$ cat config.mk
export PLATFORM = sky130hd
export DESIGN_NAME = rvh_l1d_amo_ctrl
export DESIGN_NICKNAME = d
export VERILOG_FILES = /design/src/rtl/rvh_l1d_pkg.sv /design/src/rtl/rvh_l1d_amo_operand_ext.sv /design/src/rtl/rvh_l1d_amo_ctrl.sv
export SDC_FILE = /design/constraint.sdc
export NUM_CORES = 1
export LEC_CHECK = 0
export ABC_CLOCK_PERIOD_IN_PS = 22400
export CORE_MARGIN = 2
export CORE_UTILIZATION = 43
export CTS_BUF_LIST = sky130_fd_sc_hd__clkbuf_4
export CTS_CLUSTER_DIAMETER = 30
export DETAILED_ROUTE_END_ITERATION = 6
export PLACE_DENSITY = 0.68
export SYNTH_ARGS = -nofsm -noshare
export SYNTH_HDL_FRONTEND = slang
export SYNTH_SLANG_ARGS = --single-unit
$ cat constraint.sdc
create_clock -name clk -period 22.4 [get_ports clk]
set_clock_uncertainty 0.2 [all_clocks]
set_input_delay 4.48 -clock clk [delete_from_list [all_inputs] [get_ports clk]]
set_output_delay 4.48 -clock clk [all_outputs]
set_load 0.03 [all_outputs]
$ cat src/rtl/rvh_l1d_pkg.sv
// Shared L1D definitions used by the AMO sequencing stage.
// This file holds the AMO opcode enum, the ALU opcode constants and the AMO FSM state type.
// It also provides helpers that normalise an AMO opcode and map it to an ALU opcode.
package rvh_l1d_pkg;

    typedef enum logic [3:0] {
        AMO_SWAP = 4'd0,
        AMO_ADD  = 4'd1,
        AMO_AND  = 4'd2,
        AMO_OR   = 4'd3,
        AMO_XOR  = 4'd4,
        AMO_MIN  = 4'd5,
        AMO_MAX  = 4'd6,
        AMO_MINU = 4'd7,
        AMO_MAXU = 4'd8
    } amo_op_e;

    localparam logic [4:0] ALU_ADD  = 5'd0;
    localparam logic [4:0] ALU_SLT  = 5'd12;
    localparam logic [4:0] ALU_SLTU = 5'd13;
    localparam logic [4:0] ALU_AND  = 5'd14;
    localparam logic [4:0] ALU_OR   = 5'd15;
    localparam logic [4:0] ALU_XOR  = 5'd16;

    typedef enum logic [1:0] {
        IDLE = 2'd0,
        EXEC = 2'd1,
        RESP = 2'd2
    } amo_state_e;

    // Encodings outside the defined set behave as AMOADD.
    function automatic amo_op_e amo_op_normalize(input logic [3:0] raw);
        if (raw > 4'd8) begin
            return AMO_ADD;
        end
        return amo_op_e'(raw);
    endfunction

    // MIN/MAX variants use the ALU compare.
    // The old-or-rs2 selection happens after the compare.
    function automatic logic [4:0] amo_alu_opcode(input amo_op_e op);
        case (op)
            AMO_AND:            return ALU_AND;
            AMO_OR:             return ALU_OR;
            AMO_XOR:            return ALU_XOR;
            AMO_MIN, AMO_MAX:   return ALU_SLT;
            AMO_MINU, AMO_MAXU: return ALU_SLTU;
            default:            return ALU_ADD;
        endcase
    endfunction

endpackage

$ cat src/rtl/rvh_l1d_amo_operand_ext.sv
// Operand extraction and extension for the AMO stage, plus the misalignment check.
// For a .W access, this picks the addressed word of the old dword and the low word of rs2.
// Unsigned compares (MINU/MAXU) zero-extend these words; every other op sign-extends them.
// The rd value for .W is always sign-extended, as the ISA requires for the loaded word.
module rvh_l1d_amo_operand_ext
    import rvh_l1d_pkg::*;
#(
    parameter int XLEN = 64
) (
    input  logic [3:0]      op,
    input  logic            is_w,
    input  logic [2:0]      offset,
    input  logic [XLEN-1:0] old_data,
    input  logic [XLEN-1:0] rs2,
    output logic [XLEN-1:0] old_ext,
    output logic [XLEN-1:0] rs2_ext,
    output logic [XLEN-1:0] rd_ext,
    output logic            misalign
);

    logic [31:0] old32;
    logic [31:0] rs2_32;
    logic        zero_ext;

    // Select the words, extend them per op signedness and flag misaligned addresses.
    always_comb begin
        old32    = offset[2] ? old_data[32 +: 32] : old_data[0 +: 32];
        rs2_32   = rs2[31:0];
        zero_ext = (op == AMO_MINU) || (op == AMO_MAXU);
        if (is_w) begin
            old_ext  = zero_ext ? {{(XLEN-32){1'b0}}, old32}  : {{(XLEN-32){old32[31]}}, old32};
            rs2_ext  = zero_ext ? {{(XLEN-32){1'b0}}, rs2_32} : {{(XLEN-32){rs2_32[31]}}, rs2_32};
            rd_ext   = {{(XLEN-32){old32[31]}}, old32};
            misalign = (offset[1:0] != 2'b00);
        end else begin
            old_ext  = old_data;
            rs2_ext  = rs2;
            rd_ext   = old_data;
            misalign = (offset != 3'b000);
        end
    end

endmodule

$ cat src/rtl/rvh_l1d_amo_ctrl.sv
// AMO sequencing stage that sits directly upstream of the L1D integer ALU.
// It captures one AMO and drives the combinational ALU for exactly one cycle.
// It then returns the merged write dword, the byte mask and the rd value.
// Optional macro RVH_L1D_AMO_B2B_EN: lets a new request be accepted in the same cycle as the response handshake.
module rvh_l1d_amo_ctrl
    import rvh_l1d_pkg::*;
#(
    parameter int XLEN         = 64,
    parameter int ALU_OP_WIDTH = 5,
    parameter int AMO_OP_WIDTH = 4
) (
    input  logic                    clk,
    input  logic                    rst,
    input  logic                    req_valid_i,
    output logic                    req_ready_o,
    input  logic [AMO_OP_WIDTH-1:0] req_amo_op_i,
    input  logic                    req_is_w_i,
    input  logic [2:0]              req_offset_i,
    input  logic [XLEN-1:0]         req_old_data_i,
    input  logic [XLEN-1:0]         req_rs2_i,
    output logic [ALU_OP_WIDTH-1:0] alu_opcode_o,
    output logic                    alu_op_w_o,
    output logic [XLEN-1:0]         alu_operand0_o,
    output logic [XLEN-1:0]         alu_operand1_o,
    input  logic [XLEN-1:0]         alu_result_i,
    output logic                    resp_valid_o,
    input  logic                    resp_ready_i,
    output logic [XLEN-1:0]         resp_wdata_o,
    output logic [7:0]              resp_wmask_o,
    output logic [XLEN-1:0]         resp_rd_data_o,
    output logic                    resp_misalign_o
);

    amo_state_e      state;
    amo_op_e         op_q;
    logic            is_w_q;
    logic            off_hi_q;
    logic [XLEN-1:0] old_ext_q;
    logic [XLEN-1:0] rs2_ext_q;
    logic [XLEN-1:0] rd_q;

    amo_op_e         req_op;
    logic [XLEN-1:0] cap_old_ext;
    logic [XLEN-1:0] cap_rs2_ext;
    logic [XLEN-1:0] cap_rd;
    logic            cap_misalign;
    logic [XLEN-1:0] new_val;
    logic            req_fire;

    assign req_op   = amo_op_normalize(req_amo_op_i);
    assign req_fire = req_valid_i & req_ready_o;

    rvh_l1d_amo_operand_ext #(
        .XLEN(XLEN)
    ) u_operand_ext (
        .op       (req_op),
        .is_w     (req_is_w_i),
        .offset   (req_offset_i),
        .old_data (req_old_data_i),
        .rs2      (req_rs2_i),
        .old_ext  (cap_old_ext),
        .rs2_ext  (cap_rs2_ext),
        .rd_ext   (cap_rd),
        .misalign (cap_misalign)
    );

    // Ready in IDLE; with back-to-back enabled also while the response is being consumed.
    always_comb begin
`ifdef RVH_L1D_AMO_B2B_EN
        req_ready_o = (state == IDLE) || ((state == RESP) && resp_ready_i);
`else
        req_ready_o = (state == IDLE);
`endif
    end

    // New memory value: swap takes rs2, min/max choose from the compare bit, the rest take the ALU result.
    always_comb begin
        case (op_q)
            AMO_SWAP:           new_val = rs2_ext_q;
            AMO_MIN, AMO_MINU:  new_val = alu_result_i[0] ? old_ext_q : rs2_ext_q;
            AMO_MAX, AMO_MAXU:  new_val = alu_result_i[0] ? rs2_ext_q : old_ext_q;
            default:            new_val = alu_result_i;
        endcase
    end

    // Main FSM: a capture applied after the state case overrides the RESP->IDLE exit for back-to-back requests.
    always_ff @(posedge clk or posedge rst) begin
        if (rst) begin
            state           <= IDLE;
            op_q            <= AMO_ADD;
            is_w_q          <= 1'b0;
            off_hi_q        <= 1'b0;
            old_ext_q       <= '0;
            rs2_ext_q       <= '0;
            rd_q            <= '0;
            alu_opcode_o    <= '0;
            alu_op_w_o      <= 1'b0;
            alu_operand0_o  <= '0;
            alu_operand1_o  <= '0;
            resp_valid_o    <= 1'b0;
            resp_wdata_o    <= '0;
            resp_wmask_o    <= 8'h00;
            resp_rd_data_o  <= '0;
            resp_misalign_o <= 1'b0;
        end else begin
            case (state)
                EXEC: begin
                    alu_opcode_o    <= '0;
                    alu_op_w_o      <= 1'b0;
                    alu_operand0_o  <= '0;
                    alu_operand1_o  <= '0;
                    resp_valid_o    <= 1'b1;
                    resp_misalign_o <= 1'b0;
                    resp_rd_data_o  <= rd_q;
                    if (is_w_q) begin
                        resp_wdata_o <= {2{new_val[31:0]}};
                        resp_wmask_o <= off_hi_q ? 8'hF0 : 8'h0F;
                    end else begin
                        resp_wdata_o <= new_val;
                        resp_wmask_o <= 8'hFF;
                    end
                    state <= RESP;
                end
                RESP: begin
                    if (resp_ready_i) begin
                        resp_valid_o    <= 1'b0;
                        resp_wdata_o    <= '0;
                        resp_wmask_o    <= 8'h00;
                        resp_rd_data_o  <= '0;
                        resp_misalign_o <= 1'b0;
                        state           <= IDLE;
                    end
                end
                default: begin
                    state <= IDLE;
                end
            endcase

            if (req_fire) begin
                op_q      <= req_op;
                is_w_q    <= req_is_w_i;
                off_hi_q  <= req_offset_i[2];
                old_ext_q <= cap_old_ext;
                rs2_ext_q <= cap_rs2_ext;
                rd_q      <= cap_rd;
                if (cap_misalign) begin
                    resp_valid_o    <= 1'b1;
                    resp_misalign_o <= 1'b1;
                    resp_wdata_o    <= '0;
                    resp_wmask_o    <= 8'h00;
                    resp_rd_data_o  <= '0;
                    state           <= RESP;
                end else begin
                    alu_opcode_o   <= amo_alu_opcode(req_op);
                    alu_op_w_o     <= req_is_w_i & (req_op == AMO_ADD);
                    alu_operand0_o <= cap_old_ext;
                    alu_operand1_o <= cap_rs2_ext;
                    state          <= EXEC;
                end
            end
        end
    end

endmodule

; After elaboration in Yosys (flattened, before gate mapping)
; Index checks and enable logic that the tools add are counted.
[op_classes]
n_lt_le_gt_ge = 1
n_eq_ne = 15
n_mux = 53
bitwise_logic = 2
n_reduce_logical = 9
[op_table]
columns = operator, count
row1 = $mux 64, 20
row2 = $pmux 64 s2, 2
row3 = $pmux 64 s3, 1
row4 = $mux 8, 5
row5 = $mux 32, 1
row6 = $eq 4x3->1 const B, 7
row7 = $pmux 5 s5, 1
row8 = $pmux 8 s2, 1
row9 = $mux 5, 3
row10 = $mux 1, 11
row11 = $eq 4x2->1 const B, 2
row12 = $eq 4x4->1 const B, 2
row13 = $mux 4, 2
row14 = $reduce_or 2->1, 4
row15 = $mux 2, 3
row16 = $eq 4x1->1 const B, 1
row17 = $gt 4x4->1 const B, 1
row18 = $logic_not 4->1, 1
row19 = $pmux 1 s2, 2
row20 = $pmux 2 s2, 1
row21 = $ne 3x3->1 const B, 1
row22 = $reduce_bool 3->1, 1
row23 = $and 1x1->1, 2
row24 = $eq 2x1->1 const B, 1
row25 = 4 further kinds, 4
[totals]
regBits = 472
inputBits = 204
out_inout_bits = 273
wordCells = 96

; Depth between registers and ports, before layout
[logic_depth]
word_depth = 9
mapped_depth = 10
depth_no_buf = 7

; Cells and area by module
; A second synthesis with hierarchy kept.
[hier_totals]
cells_unflattened = 2264
hier_area_um2 = 23902.9
[modules_own_cells]
columns = mod, n_inst, cells_per_inst, area_each_um2, seq_area_each_um2
row1 = rvh_l1d_amo_ctrl, 1, 1959, 21514.4, 11812.6
row2 = rvh_l1d_amo_operand_ext, 1, 305, 2388.5, 0.0

; Worst setup path after synthesis
; OpenSTA, ideal clock, no wires.
[synth_path]
path_type = input-to-reg
from = input alu_result_i[0]
to = register resp_wdata_o[34]
setup_time_ns = 0.131
t_arrival_ns = 5.854
required_time_ns = 22.069
slack_ns = 16.215
path_stages = 6
n_path_buf = 2
cell_sequence = buf_2 > clkbuf_1 > mux2_2 > a221o_1 > a211oi_1 > o31ai_1
[synth_via]
elab_chain_cells = 6
word_cells_on_any_way = 7
cone_classes = mux (7)
[synth_rtl]
columns = element, line_no
row1 = start: declaration, rvh_l1d_amo_ctrl.sv:25  ; input logic [XLEN-1:0] alu_result_i,
row2 = "$mux 64, on equally long branches", "rvh_l1d_amo_ctrl.sv:81, rvh_l1d_amo_ctrl.sv:80"
row3 = $pmux 64 s3 *, rvh_l1d_amo_ctrl.sv:78  ; case (op_q)
row4 = $mux 64 *, rvh_l1d_amo_ctrl.sv:115  ; if (is_w_q) begin
row5 = $pmux 64 s2 *, rvh_l1d_amo_ctrl.sv:106  ; case (state)
row6 = $mux 64, rvh_l1d_amo_ctrl.sv:146  ; if (cap_misalign) begin
row7 = $mux 64 *, rvh_l1d_amo_ctrl.sv:139  ; if (req_fire) begin
row8 = end signal: assignment, rvh_l1d_amo_ctrl.sv:116  ; resp_wdata_o <= {2{new_val[31:0]}};
row9 = end signal: assignment, rvh_l1d_amo_ctrl.sv:119  ; resp_wdata_o <= new_val;
row10 = end: declaration, rvh_l1d_amo_ctrl.sv:28  ; output logic [XLEN-1:0] resp_wdata_o,
; Mark *: on every way between the ends. The rest lies on a longest branch, timed or not.
; A chain may end at the register's enable or synchronous reset.

==> results.cfg <==
[floorplanning]
dieArea_um2 = 47130
rows = 78
core-area_um2 = 45090
start_util = 0.4331
ioPinCount = 477
die_width_um = 217.1
die_h_um = 217.1

[worst_setup_path]
crit_slowest_cell = buf_4
crit_fanout = 118
cp-end-kind = asynchronous set/reset pin
crit_chain = clkdlybuf4s50_1, inv_8, buf_4, buf_4, buf_4
crit_top_cell = buf_4
worstPathRequired_ns = 23.19
slowest_delay_ns = 0.87
setup.worst_path.class = primary input to asynchronous set/reset pin
worst_setup_path_start_kind = primary input
worstPathArrival_ns = 8.23

[sta]
max_clock_freq_mhz = 134.3
drv_slew = 0
hold_ws_ns = 0.2765
slew_headroom = 0.1082
fin_setup_tns_ns = 0
tightest_slew_ns = 1.334
setup_viol_count_final = 0
min_period_over_period = 0.3323
hold_violations = 0
fin_crit_ns = 7.443
rsz0062_at_grt = false

[layout]
drive_gt1_frac = 0.1131
finalNonFillerCells = 3191
synthToLayoutAreaGrowth_pct = 35.08
finalNetCount = 2689

[synth]
syn_avg_cell_area_um2 = 9.619
synth_compound_area_frac = 0.2093
ys_ff_latch = 440
synth_cell_type_count = 48
synth-simple-area-share = 0.1348
synth_warnings = 0
netlist_area_um2 = 19530
synthAdderAreaFrac = 0.001922
yosys.area.top_type = dfrtp_1
synth_edf_count = 0
synth_top_family_by_area = compound AO/OA/AOI/OAI gates
async_flop_share = 1.000
synth_flop_cell = dfrtp_1
syn_nets = 2237
synth_mux_area_frac = 0.05133
synth.area.top_cells = dfrtp_1, nand2_1, o21ai_1, a21oi_1, mux2i_1
syn_inst = 2030
ys_top_cells_by_count = dfrtp_1, nand2_1, nor2_1, o21ai_1, clkbuf_1
yosysTopAreaCellShare = 0.5626
synth_seq_area_share = 0.5639
synth.most_common_cell = dfrtp_1
synth-xor-area-share = 0

[clock_network]
clk_pin_slew_worst_paths_ns = 0.06
clock_sinks = 440
cts_buffers = 130
cts_tree = done
cts_root_buf = clkbuf_4
h-tree-depth = 4
postCtsHoldBufs = 0
insertion_delay_ns = 1.01
cts_resized = 0
cts_setup_buffers = 0
clock_path_buffers = 3

[placed_design]
portBuffers = 476
hpwl_um = 50200
placed_cells = 2950
place_congestion = 0.9021

[power_and_ir_drop]
p_leak_nw = 11.62
power_density_nw_per_um2 = 109.9
irDropWorstVdd_uv = 72.12

[drt]
final_antenna_net_count = 0
num_vias = 18290
drcViolationCount = 0
detail_route.first_pass.iterations = 6
drt_iter0_markers = 1752
routedWlPerCell_um = 22.97
wl_um = 73300
vias_per_cell = 5.730

[global_route]
top_usage_layer = met2
grt_max_degree = 119
globalRouteMet1Util = 0.4332
grt_pass1_vias = 17810
gr-total-overflow = 0
antenna_found_initial = 15
grt.met2_usage = 0.4597
track_usage = 0.3103
grtUsageMet3 = 0.09727
grt_pass1_wl_um = 110500

[min_path]
hold_class = flip-flop to flip-flop

[outcome]
status = finished clean

[flow_run]
drv_cap = 0
-- metal layers --
layer  routed length [µm]  vias to the layer above
met1                31770                     9013
met5                   13                        -
li1                     -                     8246
met4                 1761                        2
met2                32900                      918
met3                 6856                      107
-- logic make-up (layout without fill, tap and decap cells) --
family | count (synthesis) | in the layout
other | 0 | 17
buffers and inverters | 193 | 737
AO/OA/AOI/OAI | 656 | 656
AND/OR/NAND/NOR | 642 | 642
flip-flops | 440 | 440
multiplexers | 96 | 96
adder cells (fa/ha/maj) | 3 | 3
-- path summary, 6_finish.rpt --
kind	start	to	slack, ns	depth (start not counted)
worst max-delay path	rst	alu_operand0_o[40]	14.96	5
worst min-delay path	resp_wdata_o[44]	resp_wdata_o[44]	0.28	2
worst max register to register	state[0]	alu_operand0_o[40]	18.61	6
worst min register to register	resp_wdata_o[44]	resp_wdata_o[44]	0.28	2
max in group clk	state[0]	req_ready_o	15.16	3
min in group asynchronous	rst	alu_operand1_o[25]	3.86	2
-- worst max-delay path: cells and delay by family --
kind / cells / cell delay [ns]
buf+inv: 5 / 3.55
-- power by group --
| part | switching, mW | total (mW) | internal [mW] |
|---|---|---|---|
| logic | 0.607 | 0.972 | 0.365 |
| clock network | 0.357 | 0.794 | 0.437 |
| registers | 0.153 | 1.13 | 0.979 |
| total | 1.12 | 2.90 | 1.78 |
-- cell usage in the layout, fill, tap and decap left out, drive strengths merged, types with 3 or more instances in the layout --
master,Yosys,layout
nand3,110,110
o21ai,251,251
inv,7,16
nand2,350,350
a221oi,63,63
a221o,32,32
a22oi,65,65
mux2i,63,63
ha,3,3
diode,0,17
nor2,160,160
a211oi,31,31
dfrtp,439,439
clkdlybuf4s50,0,475
o31ai,34,34
a21oi,144,144
clkinv,1,26
bufinv,0,5
mux2,33,33
a31oi,25,25
clkbuf,146,185
nand2b,7,7
buf,39,30
-- per-stage QoR --
stage | utilization | total power [mW] | setup slack (ns) | cell area, µm²
CTS | 0.5840 | 2.909 | 14.93 | 26330
global route | 0.5848 | 3.051 | 14.53 | 26370
floorplan | - | 1.672 | 5.463 | 19530
global placement | 0.5469 | 2.083 | 13.89 | 24660
finish | 0.5850 | 2.898 | 14.96 | 26380
detailed placement | 0.5469 | 2.106 | 13.84 | 24660
-- sequential cells by signal, summed over array words and instances, names as in the netlist, 4 cells and up --
signal          cells
alu_operand1_o     64
rd_q               32
op_q                4
resp_wmask_o        8
rs2_ext_q          64
alu_opcode_o        5
alu_operand0_o     64
resp_rd_data_o     64
resp_wdata_o       64
old_ext_q          64
-- area by class of cell --
| type | instances | area [µm²] |
|---|---|---|
| antenna | 17 | 42.54 |
| sequential | 440 | 11010 |
| fill | 4073 | 18710 |
| timing repair buffer | 505 | 4980 |
| multi-input combinational | 1397 | 7875 |
| inverter | 8 | 40.04 |
| clock inverter | 39 | 286.5 |
| clock buffer | 185 | 1389 |
| tap | 600 | 750.7 |
Note: power is estimated with default switching activity, not from simulation.
